### src/rtl/io_bitbang_ctrl_pkg.sv
// Shared opcode/status values, FSM state type and counter sizing for io_bitbang_ctrl.
package io_bitbang_ctrl_pkg;

    localparam logic [2:0] OP_NOP      = 3'd0;
    localparam logic [2:0] OP_WR_DIR   = 3'd1;
    localparam logic [2:0] OP_WR_OUT   = 3'd2;
    localparam logic [2:0] OP_READ     = 3'd3;
    localparam logic [2:0] OP_DELAY    = 3'd4;
    localparam logic [2:0] OP_WAIT_PIN = 3'd5;

    localparam logic [1:0] ST_OK       = 2'd0;
    localparam logic [1:0] ST_TIMEOUT  = 2'd1;
    localparam logic [1:0] ST_BADOP    = 2'd2;

    typedef enum logic [1:0] {
        S_IDLE  = 2'd0,
        S_RESP  = 2'd1,
        S_DELAY = 2'd2,
        S_WAIT  = 2'd3
    } ctrl_state_t;

    // Down-counter must hold the larger of the longest DELAY and the WAIT timeout.
    function automatic int cnt_width(input int io_num, input int timeout);
        int max_count;
        max_count = (2 ** io_num) - 1;
        if (timeout > max_count) max_count = timeout;
        return $clog2(max_count + 1);
    endfunction

endpackage

### src/rtl/io_sync2.sv
// Two-flop synchroniser with synchronous reset for the asynchronous pin inputs.
module io_sync2 #(
    parameter int WIDTH = 1
) (
    input  logic             clk,
    input  logic             rst,
    input  logic [WIDTH-1:0] d,
    output logic [WIDTH-1:0] q
);

    logic [WIDTH-1:0] meta;

    // Metastability stage followed by the stable output stage.
    always_ff @(posedge clk) begin
        if (rst) begin
            meta <= '0;
            q    <= '0;
        end else begin
            meta <= d;
            q    <= meta;
        end
    end

endmodule

### src/rtl/io_bitbang_ctrl.sv
// Command sequencer for io_bitbang: pin direction/value registers, pin sampling,
// timed DELAY and WAIT_PIN, one response per command.
//
// state   | meaning
// S_IDLE  | ready for a command
// S_RESP  | response held on rsp_* until consumed
// S_DELAY | counting down a DELAY command
// S_WAIT  | polling synchronised pins, counting down the timeout
module io_bitbang_ctrl
    import io_bitbang_ctrl_pkg::*;
#(
    parameter int IO_NUM_OF    = 10,
    parameter int WAIT_TIMEOUT = 1000
) (
    input  logic                 in_clk,
    input  logic                 in_rst,
    input  logic                 in_cmd_valid,
    output logic                 out_cmd_ready,
    input  logic [2:0]           in_cmd_op,
    input  logic [IO_NUM_OF-1:0] in_cmd_data,
    input  logic [IO_NUM_OF-1:0] in_cmd_mask,
    output logic                 out_rsp_valid,
    input  logic                 in_rsp_ready,
    output logic [IO_NUM_OF-1:0] out_rsp_data,
    output logic [1:0]           out_rsp_status,
    output logic [IO_NUM_OF-1:0] out_io_direction,
    output logic [IO_NUM_OF-1:0] out_io_outval,
    input  logic [IO_NUM_OF-1:0] in_io_inputval
);

    localparam int CNT_W = cnt_width(IO_NUM_OF, WAIT_TIMEOUT);

    ctrl_state_t          state_q, state_d;
    logic [CNT_W-1:0]     cnt_q, cnt_d;
    logic [IO_NUM_OF-1:0] dir_q, dir_d;
    logic [IO_NUM_OF-1:0] outval_q, outval_d;
    logic [IO_NUM_OF-1:0] wait_mask_q, wait_mask_d;
    logic [IO_NUM_OF-1:0] wait_val_q, wait_val_d;
    logic                 rsp_valid_q, rsp_valid_d;
    logic [IO_NUM_OF-1:0] rsp_data_q, rsp_data_d;
    logic [1:0]           rsp_status_q, rsp_status_d;
    logic [IO_NUM_OF-1:0] sync;

    io_sync2 #(.WIDTH(IO_NUM_OF)) u_sync (
        .clk (in_clk),
        .rst (in_rst),
        .d   (in_io_inputval),
        .q   (sync)
    );

    // State, counter and output registers; reset drops any operation in flight.
    always_ff @(posedge in_clk) begin
        if (in_rst) begin
            state_q      <= S_IDLE;
            cnt_q        <= '0;
            dir_q        <= '0;
            outval_q     <= '0;
            wait_mask_q  <= '0;
            wait_val_q   <= '0;
            rsp_valid_q  <= 1'b0;
            rsp_data_q   <= '0;
            rsp_status_q <= ST_OK;
        end else begin
            state_q      <= state_d;
            cnt_q        <= cnt_d;
            dir_q        <= dir_d;
            outval_q     <= outval_d;
            wait_mask_q  <= wait_mask_d;
            wait_val_q   <= wait_val_d;
            rsp_valid_q  <= rsp_valid_d;
            rsp_data_q   <= rsp_data_d;
            rsp_status_q <= rsp_status_d;
        end
    end

    // Next-state, command decode and response generation.
    always_comb begin
        state_d      = state_q;
        cnt_d        = cnt_q;
        dir_d        = dir_q;
        outval_d     = outval_q;
        wait_mask_d  = wait_mask_q;
        wait_val_d   = wait_val_q;
        rsp_valid_d  = rsp_valid_q;
        rsp_data_d   = rsp_data_q;
        rsp_status_d = rsp_status_q;

        case (state_q)
            S_IDLE: begin
                if (in_cmd_valid) begin
                    // Default: immediate OK response carrying the current sample.
                    state_d      = S_RESP;
                    rsp_valid_d  = 1'b1;
                    rsp_data_d   = sync;
                    rsp_status_d = ST_OK;
                    case (in_cmd_op)
                        OP_NOP, OP_READ: ;
                        OP_WR_DIR: dir_d = (dir_q & ~in_cmd_mask) | (in_cmd_data & in_cmd_mask);
                        OP_WR_OUT: outval_d = (outval_q & ~in_cmd_mask) | (in_cmd_data & in_cmd_mask);
                        OP_DELAY: begin
                            // A zero delay completes immediately like a NOP.
                            if (in_cmd_data != '0) begin
                                state_d     = S_DELAY;
                                rsp_valid_d = 1'b0;
                                cnt_d       = CNT_W'(in_cmd_data) - CNT_W'(1);
                            end
                        end
                        OP_WAIT_PIN: begin
                            state_d     = S_WAIT;
                            rsp_valid_d = 1'b0;
                            cnt_d       = CNT_W'(WAIT_TIMEOUT - 1);
                            wait_mask_d = in_cmd_mask;
                            wait_val_d  = in_cmd_data & in_cmd_mask;
                        end
                        default: begin
                            rsp_status_d = ST_BADOP;
                            rsp_data_d   = '0;
                        end
                    endcase
                end
            end
            S_DELAY: begin
                if (cnt_q == '0) begin
                    state_d      = S_RESP;
                    rsp_valid_d  = 1'b1;
                    rsp_data_d   = sync;
                    rsp_status_d = ST_OK;
                end else begin
                    cnt_d = cnt_q - CNT_W'(1);
                end
            end
            S_WAIT: begin
                // A match on the final compare wins over the timeout.
                if ((sync & wait_mask_q) == wait_val_q) begin
                    state_d      = S_RESP;
                    rsp_valid_d  = 1'b1;
                    rsp_data_d   = sync;
                    rsp_status_d = ST_OK;
                end else if (cnt_q == '0) begin
                    state_d      = S_RESP;
                    rsp_valid_d  = 1'b1;
                    rsp_data_d   = sync;
                    rsp_status_d = ST_TIMEOUT;
                end else begin
                    cnt_d = cnt_q - CNT_W'(1);
                end
            end
            S_RESP: begin
                if (in_rsp_ready) begin
                    state_d     = S_IDLE;
                    rsp_valid_d = 1'b0;
                end
            end
            default: state_d = S_IDLE;
        endcase
    end

    assign out_cmd_ready    = (state_q == S_IDLE) && !in_rst;
    assign out_rsp_valid    = rsp_valid_q;
    assign out_rsp_data     = rsp_data_q;
    assign out_rsp_status   = rsp_status_q;
    assign out_io_direction = dir_q;
    assign out_io_outval    = outval_q;

endmodule

### config.mk
export PLATFORM = sky130hd
export DESIGN_NAME = io_bitbang_ctrl
export DESIGN_NICKNAME = d
export VERILOG_FILES = /design/src/rtl/io_bitbang_ctrl_pkg.sv /design/src/rtl/io_sync2.sv /design/src/rtl/io_bitbang_ctrl.sv
export SDC_FILE = /design/constraint.sdc
export NUM_CORES = 1
export LEC_CHECK = 0
export BUFFER_PORTS_ARGS = -buffer_cell sky130_fd_sc_hd__buf_2
export CORE_ASPECT_RATIO = 1.75
export CORE_MARGIN = 2
export CORE_UTILIZATION = 60
export DETAILED_ROUTE_END_ITERATION = 10
export PLACE_DENSITY = 0.83
export SLEW_MARGIN = 20
export SYNTH_ARGS = -nofsm -noshare
export SYNTH_HDL_FRONTEND = slang
export SYNTH_SLANG_ARGS = --single-unit
### constraint.sdc
create_clock -name in_clk -period 5.3 [get_ports in_clk]
set_input_delay 0.795 -clock in_clk [delete_from_list [all_inputs] [get_ports in_clk]]
set_output_delay 0.795 -clock in_clk [all_outputs]
set_load 0.05 [all_outputs]
==> results.txt, run 1 <==
I/O Buffers -> 70
Number of synthesized flops with an enable pin -> 0
Post-synthesis cell type count -> 67
Total grt overflow -> 0
Post-synthesis sequential area ratio -> 42.43%
Final antenna-violating net count -> 0
Period minus WS final -> 2.640 ns
Placement Cell Area -> 4348 µm²
Slowest stage delay, CP -> 0.64 ns
First-pass GRT wire length -> 16240 µm
Leak Pwr -> 1.817 nW
Worst EP arrival -> 1.84 ns
CORE AREA -> 6490 µm²
Clock Root Buffer -> clkbuf_16
Setup TNS -> 0 ns
Status -> complete, no violations
NetSw -> 0.4626 mW
TritonCTS clock tree -> done
Vias in the first global route -> 3572
DP Wirelength -> 7066 µm
Seq pwr share -> 41.9%
Total power -> 1.660 mW
Drt total wl -> 10160 µm
Iteration-0 DRC Markers -> 231
CP cell instances -> buf_2 > buf_4 > nor3_1 > buf_2
CTS Buf Count -> 9
Nets -> 570
Average routed wire per standard cell -> 16.47 µm
Unrepaired setup endpoints after global routing -> false
RePlAce Congestion -> 0.8548
Setup bufs post-CTS -> 0
Vias per cell -> 6.066
Row count -> 39
Crit Path Category -> in2out
Crit Path Max Fanout -> 85
Post-cts sizing count -> 0
Prevailing post-synth register cell -> dfxtp_1
Slew @ Worst Pin -> 0.8644 ns
Synth Instances -> 478
VDD IR max -> 356.5 µV
CP most frequent cell -> buf_2
Worst path required time -> 4.51 ns
Die W -> 65.80 µm
Die area -> 7379 µm²
Clock power share -> 40.7%
# hold bufs at CTS -> 0
Hold Crit Class -> reg2reg
Switching Fraction -> 27.87%
Comb pwr share -> 17.4%
Clock Sinks -> 85
Antenna violations before repair -> 0
Largest net degree at the start of global routing -> 86
Share of flip-flops with an asynchronous set or reset -> 0%
Setup ws final -> 2.660 ns
FF+latch count, synth -> 85
Final Slew Violations -> 0
Synthesis Warnings -> 0
Diodes inserted -> 0
Via count -> 3743
CTS max path bufs -> 2
Worst slew margin -> 42.37%
# IOs -> 71
Layout cell share with drive strength beyond 1 -> 20.19%
Initial Utilization -> 61.79%
Die Height -> 112.2 µm
Skew final -> 0.006069 ns
Fmax -> 378.8 MHz
Skew-Pair Late Insertion Delay -> 0.34 ns
Syn Area/Cell -> 8.389 µm²
Final Util -> 72.20%
Final Cycle Share -> 49.80%
Startpoint Class -> primary input
Syn Std Cell Area -> 4010 µm²
DR DRC count -> 0
Syn Nets -> 518
P per Cell Area -> 354.3 nW/µm²
Total Routing Usage GR -> 28.48%
Post-route cell area -> 4686 µm²
Pre-CTS setup slack -> 2.330 ns
Max-cap violations -> 0
Crit path max-delay cell type -> buf_4
DRT Pass-1 Iters -> 5
Worst setup EP type -> primary output
Area growth, synth to finish -> 16.85%
H-tree depth -> 3
P_int -> 1.197 mW
Register clock-pin slew on the reported worst setup and hold paths -> 0.06 ns
Final Hold Violating Endpoints -> 0
Setup-failing EPs final -> 0
critical path: cells and delay by family:
family,cells,cell delay [ns]
AND/OR/NAND/NOR,1,0.08
buffers and inverters,3,0.95
path summary, 6_finish.rpt:
check	from	endpoint	slack [ns]	cells after the start
max	in_rst	out_cmd_ready	2.66	4
min	u_sync.meta[9]	u_sync.q[9]	0.43	1
max reg2reg	state_q[0]	out_rsp_data[0]	2.79	6
min reg2reg	u_sync.meta[9]	u_sync.q[9]	0.43	1
cells in the final DEF (no fill, tap or decap), drive strengths merged, types with 12 or more instances in the layout:
master,count
a211oi,15
a21oi,62
buf,73
dfxtp,85
inv,12
nand2,83
nand3,39
nor2,17
nor2b,21
nor3,12
kinds of logic (layout without fill, tap and decap cells):
logic type	after synthesis	in the layout	synth area share [%]
adders and majority gates	3	3	0.9361
AOI/OAI and AO/OA	127	127	22.43
muxes	10	10	2.496
and+or+nand+nor	201	201	25.02
buffers and inverters	43	100	4.711
xor gates and xnor gates	9	9	1.966
DFF	85	85	42.43
metal layers:
layer / wire length [µm] / GRT usage [%] / vias up
li1: - / - / 1823
met1: 3717 / 29.89 / 1792
met2: 5737 / 51.38 / 110
met3: 459 / 6.112 / 18
met4: 248 / 14.58 / 0
met5: 0 / 0 / -
layout make-up:
class,count,area [µm²]
inverters,11,41.29
multi-input cells,350,2142
fillers,513,1804
clock inverters,5,82.58
repair buffers,73,372.9
clock buffers,11,242.7
well taps,82,102.6
flip-flops and latches,85,1702
synth_stat cells, drive strengths merged, types with 3 or more instances:
cell	number	area share [%]
a2111oi	11	2.9
a211oi	15	3.1
a21oi	62	7.7
a22o	3	0.66
a31oi	3	0.47
and3	9	1.4
buf	7	1.3
clkbuf	25	2.3
dfxtp	85	42
ha	3	0.94
inv	11	1.0
mux2i	10	2.5
nand2	83	7.8
nand3	39	4.9
nor2	17	1.7
nor2b	21	3.3
nor3	12	1.9
nor4	3	0.84
o21ai	6	1.1
xnor2	5	1.1
xor2	4	0.87
metrics by stage:
stage          instances  hold slack (ns)
2_1_floorplan        478           0.4138
3_3_place_gp         601           0.4161
6_report             617           0.4339
4_1_cts              617           0.4370
3_5_place_dp         601           0.4218
5_1_grt              617           0.4498
power groups by stage:
stage	Clock, mW	Sequential, mW	Combinational (mW)
2_1_floorplan	0	0.740	0.180
3_3_place_gp	0	0.707	0.274
3_5_place_dp	0	0.709	0.282
4_1_cts	0.682	0.695	0.285
5_1_grt	0.715	0.698	0.310
6_report	0.676	0.695	0.289
(Power assumes the default switching activity.)
==> run 2, diff against run 1 <==
CORE_UTILIZATION = 56   (was 60)
PLACE_DENSITY = 0.78   (was 0.83)
clock period = 2.5 ns   (was 5.3 ns; I/O delays follow)
==> run 2 against run 1 <==
- final area increased by 0.85%
- power grew 100%
- cell count up 2.4%
- highest routed layer unchanged
- largest cell class unchanged
- combinational power grew 120%
- utilization down 3.8 points
- hold slack worse by 0.19 ns
- via count grew 0.69%
- first-iteration DRC count increased by 61%
- worst setup slack worse by 2.4 ns
- critical path depth rose by 4
- register-to-register slack worse by 2.6 ns
==> results.txt, run 2 (synthesis results as in run 1) <==
Status -> complete, no violations
Skew final -> 0.007487 ns
Initial Utilization -> 58.06%
Total Routing Usage GR -> 28.84%
I/O Buffers -> 70
Antenna violations before repair -> 0
Nets -> 583
Reg2Reg Setup Slack -> 0.22 ns
Setup ws final -> 0.2222 ns
Via count -> 3769
DR DRC count -> 0
Final Cycle Share -> 91.11%
Worst setup EP type -> register
DRT Pass-1 Iters -> 4
Register clock-pin slew on the reported worst setup and hold paths -> 0.06 ns
Unrepaired setup endpoints after global routing -> false
Crit path max-delay family -> simple AND/OR/NAND/NOR gates
DP Wirelength -> 7649 µm
Worst path bufs/invs -> 1
Final Util -> 68.42%
Largest net degree at the start of global routing -> 57
Die Height -> 115.9 µm
CP cell instances -> inv_1 > ha_1 > or3b_4 > nor4_4 > nand2_1 > o21ai_2 > mux2i_1 > a2111oi_0
Setup TNS -> 0 ns
Final antenna-violating net count -> 0
Slowest stage delay, CP -> 0.42 ns
Drt total wl -> 10580 µm
Period minus WS final -> 2.278 ns
Average routed wire per standard cell -> 16.74 µm
Diodes inserted -> 0
Vias in the first global route -> 3562
Worst path required time -> 2.72 ns
CP startpoint -> cnt_q[0]
Clock Root Buffer -> clkbuf_16
Worst slew margin -> 51.07%
Max-cap violations -> 0
P per Cell Area -> 706.2 nW/µm²
Crit path max-delay cell type -> or3b_4
CP endpoint -> out_rsp_data[1]
Worst EP arrival -> 2.50 ns
Iteration-0 DRC Markers -> 372
Vias per cell -> 5.964
Layout cell share with drive strength beyond 1 -> 21.90%
# IOs -> 71
Hold Crit Start -> in_io_inputval[0]
Total power -> 3.337 mW
Crit Reg-Reg Startpoint -> cnt_q[0]
Final Hold Violating Endpoints -> 0
Die W -> 67.97 µm
CTS max path bufs -> 2
Crit Path Max Fanout -> 6
Worst reg2reg path depth -> 8
Startpoint Class -> register
Clock Sinks -> 85
Slew @ Worst Pin -> 0.7318 ns
First-pass GRT wire length -> 17020 µm
Crit Path Category -> reg2reg
TritonCTS clock tree -> done
RR Endpoint -> out_rsp_data[1]
# hold bufs at CTS -> 0
CORE AREA -> 6907 µm²
Total grt overflow -> 0
Number of cells on the critical path -> 8
Most common cell after layout, fill and taps aside -> dfxtp_1
Final Slew Violations -> 0
Leak Pwr -> 1.847 nW
Skew-Pair Late Insertion Delay -> 0.35 ns
Fmax -> 439.0 MHz
Filler cells -> 604
VDD IR max -> 542.2 µV
Pre-CTS setup slack -> 0.09806 ns
Area growth, synth to finish -> 17.85%
H-tree depth -> 3
Hold Crit Class -> in2reg
RePlAce Congestion -> 0.8587
CTS Buf Count -> 9
Row count -> 40
Most frequent cells in the layout -> dfxtp_1, nand2_1, buf_2
Die area -> 7881 µm²
Setup-failing EPs final -> 0
## run 2: worst min path at each step
stage / to / slack [ns] / depth (start not counted)
3_3_place_gp: u_sync.q[9] / 0.42 / 1
4_1_cts: u_sync.meta[0] / 0.24 / 2
5_1_grt: u_sync.meta[0] / 0.26 / 2
2_1_floorplan: u_sync.q[0] / 0.41 / 1
6_report: u_sync.meta[0] / 0.24 / 2
3_5_place_dp: u_sync.q[1] / 0.43 / 1
## run 2: area by class of cell
| type | instances | area, µm² | area share, % |
|---|---|---|---|
| clock buffer | 11 | 232.7 | 4.925 |
| clock inverter | 5 | 36.28 | 0.7678 |
| inverter | 11 | 41.29 | 0.8737 |
| multi-input combinational | 351 | 2146 | 45.41 |
| sequential | 85 | 1702 | 36.01 |
| tap | 84 | 105.1 | 2.224 |
| timing repair buffer | 85 | 462.9 | 9.796 |
## run 2: power by group
group          internal (mW)  switching, mW  total (mW)
Clock                  0.677          0.544        1.22
Sequential              1.42         0.0587        1.48
Combinational          0.239          0.402       0.641
## run 2: routing by layer
layer | vias to the layer above | track usage (%) | share of wire [%]
met2 | 119 | 48.61 | 52
met1 | 1778 | 33.23 | 39
met5 | - | 0 | 0
met3 | 26 | 5.146 | 5.0
li1 | 1846 | - | -
met4 | 0 | 16.67 | 4.0
## run 2: repair_timing
action,4_1_cts,5_1_grt
setup buffers,0,1
setup endpoints to repair,0,10
hold endpoints to repair,0,0
gates resized for setup,0,1
## run 2: metrics by stage
step                      instance area (µm²)  hold slack [ns]  instances
after global placement                   4433           0.4151        614
after global routing                     4726           0.2559        632
after floorplan                          4010           0.4138        478
after detailed placement                 4433           0.4263        614
final                                    4726           0.2418        632
after CTS                                4702           0.2376        630
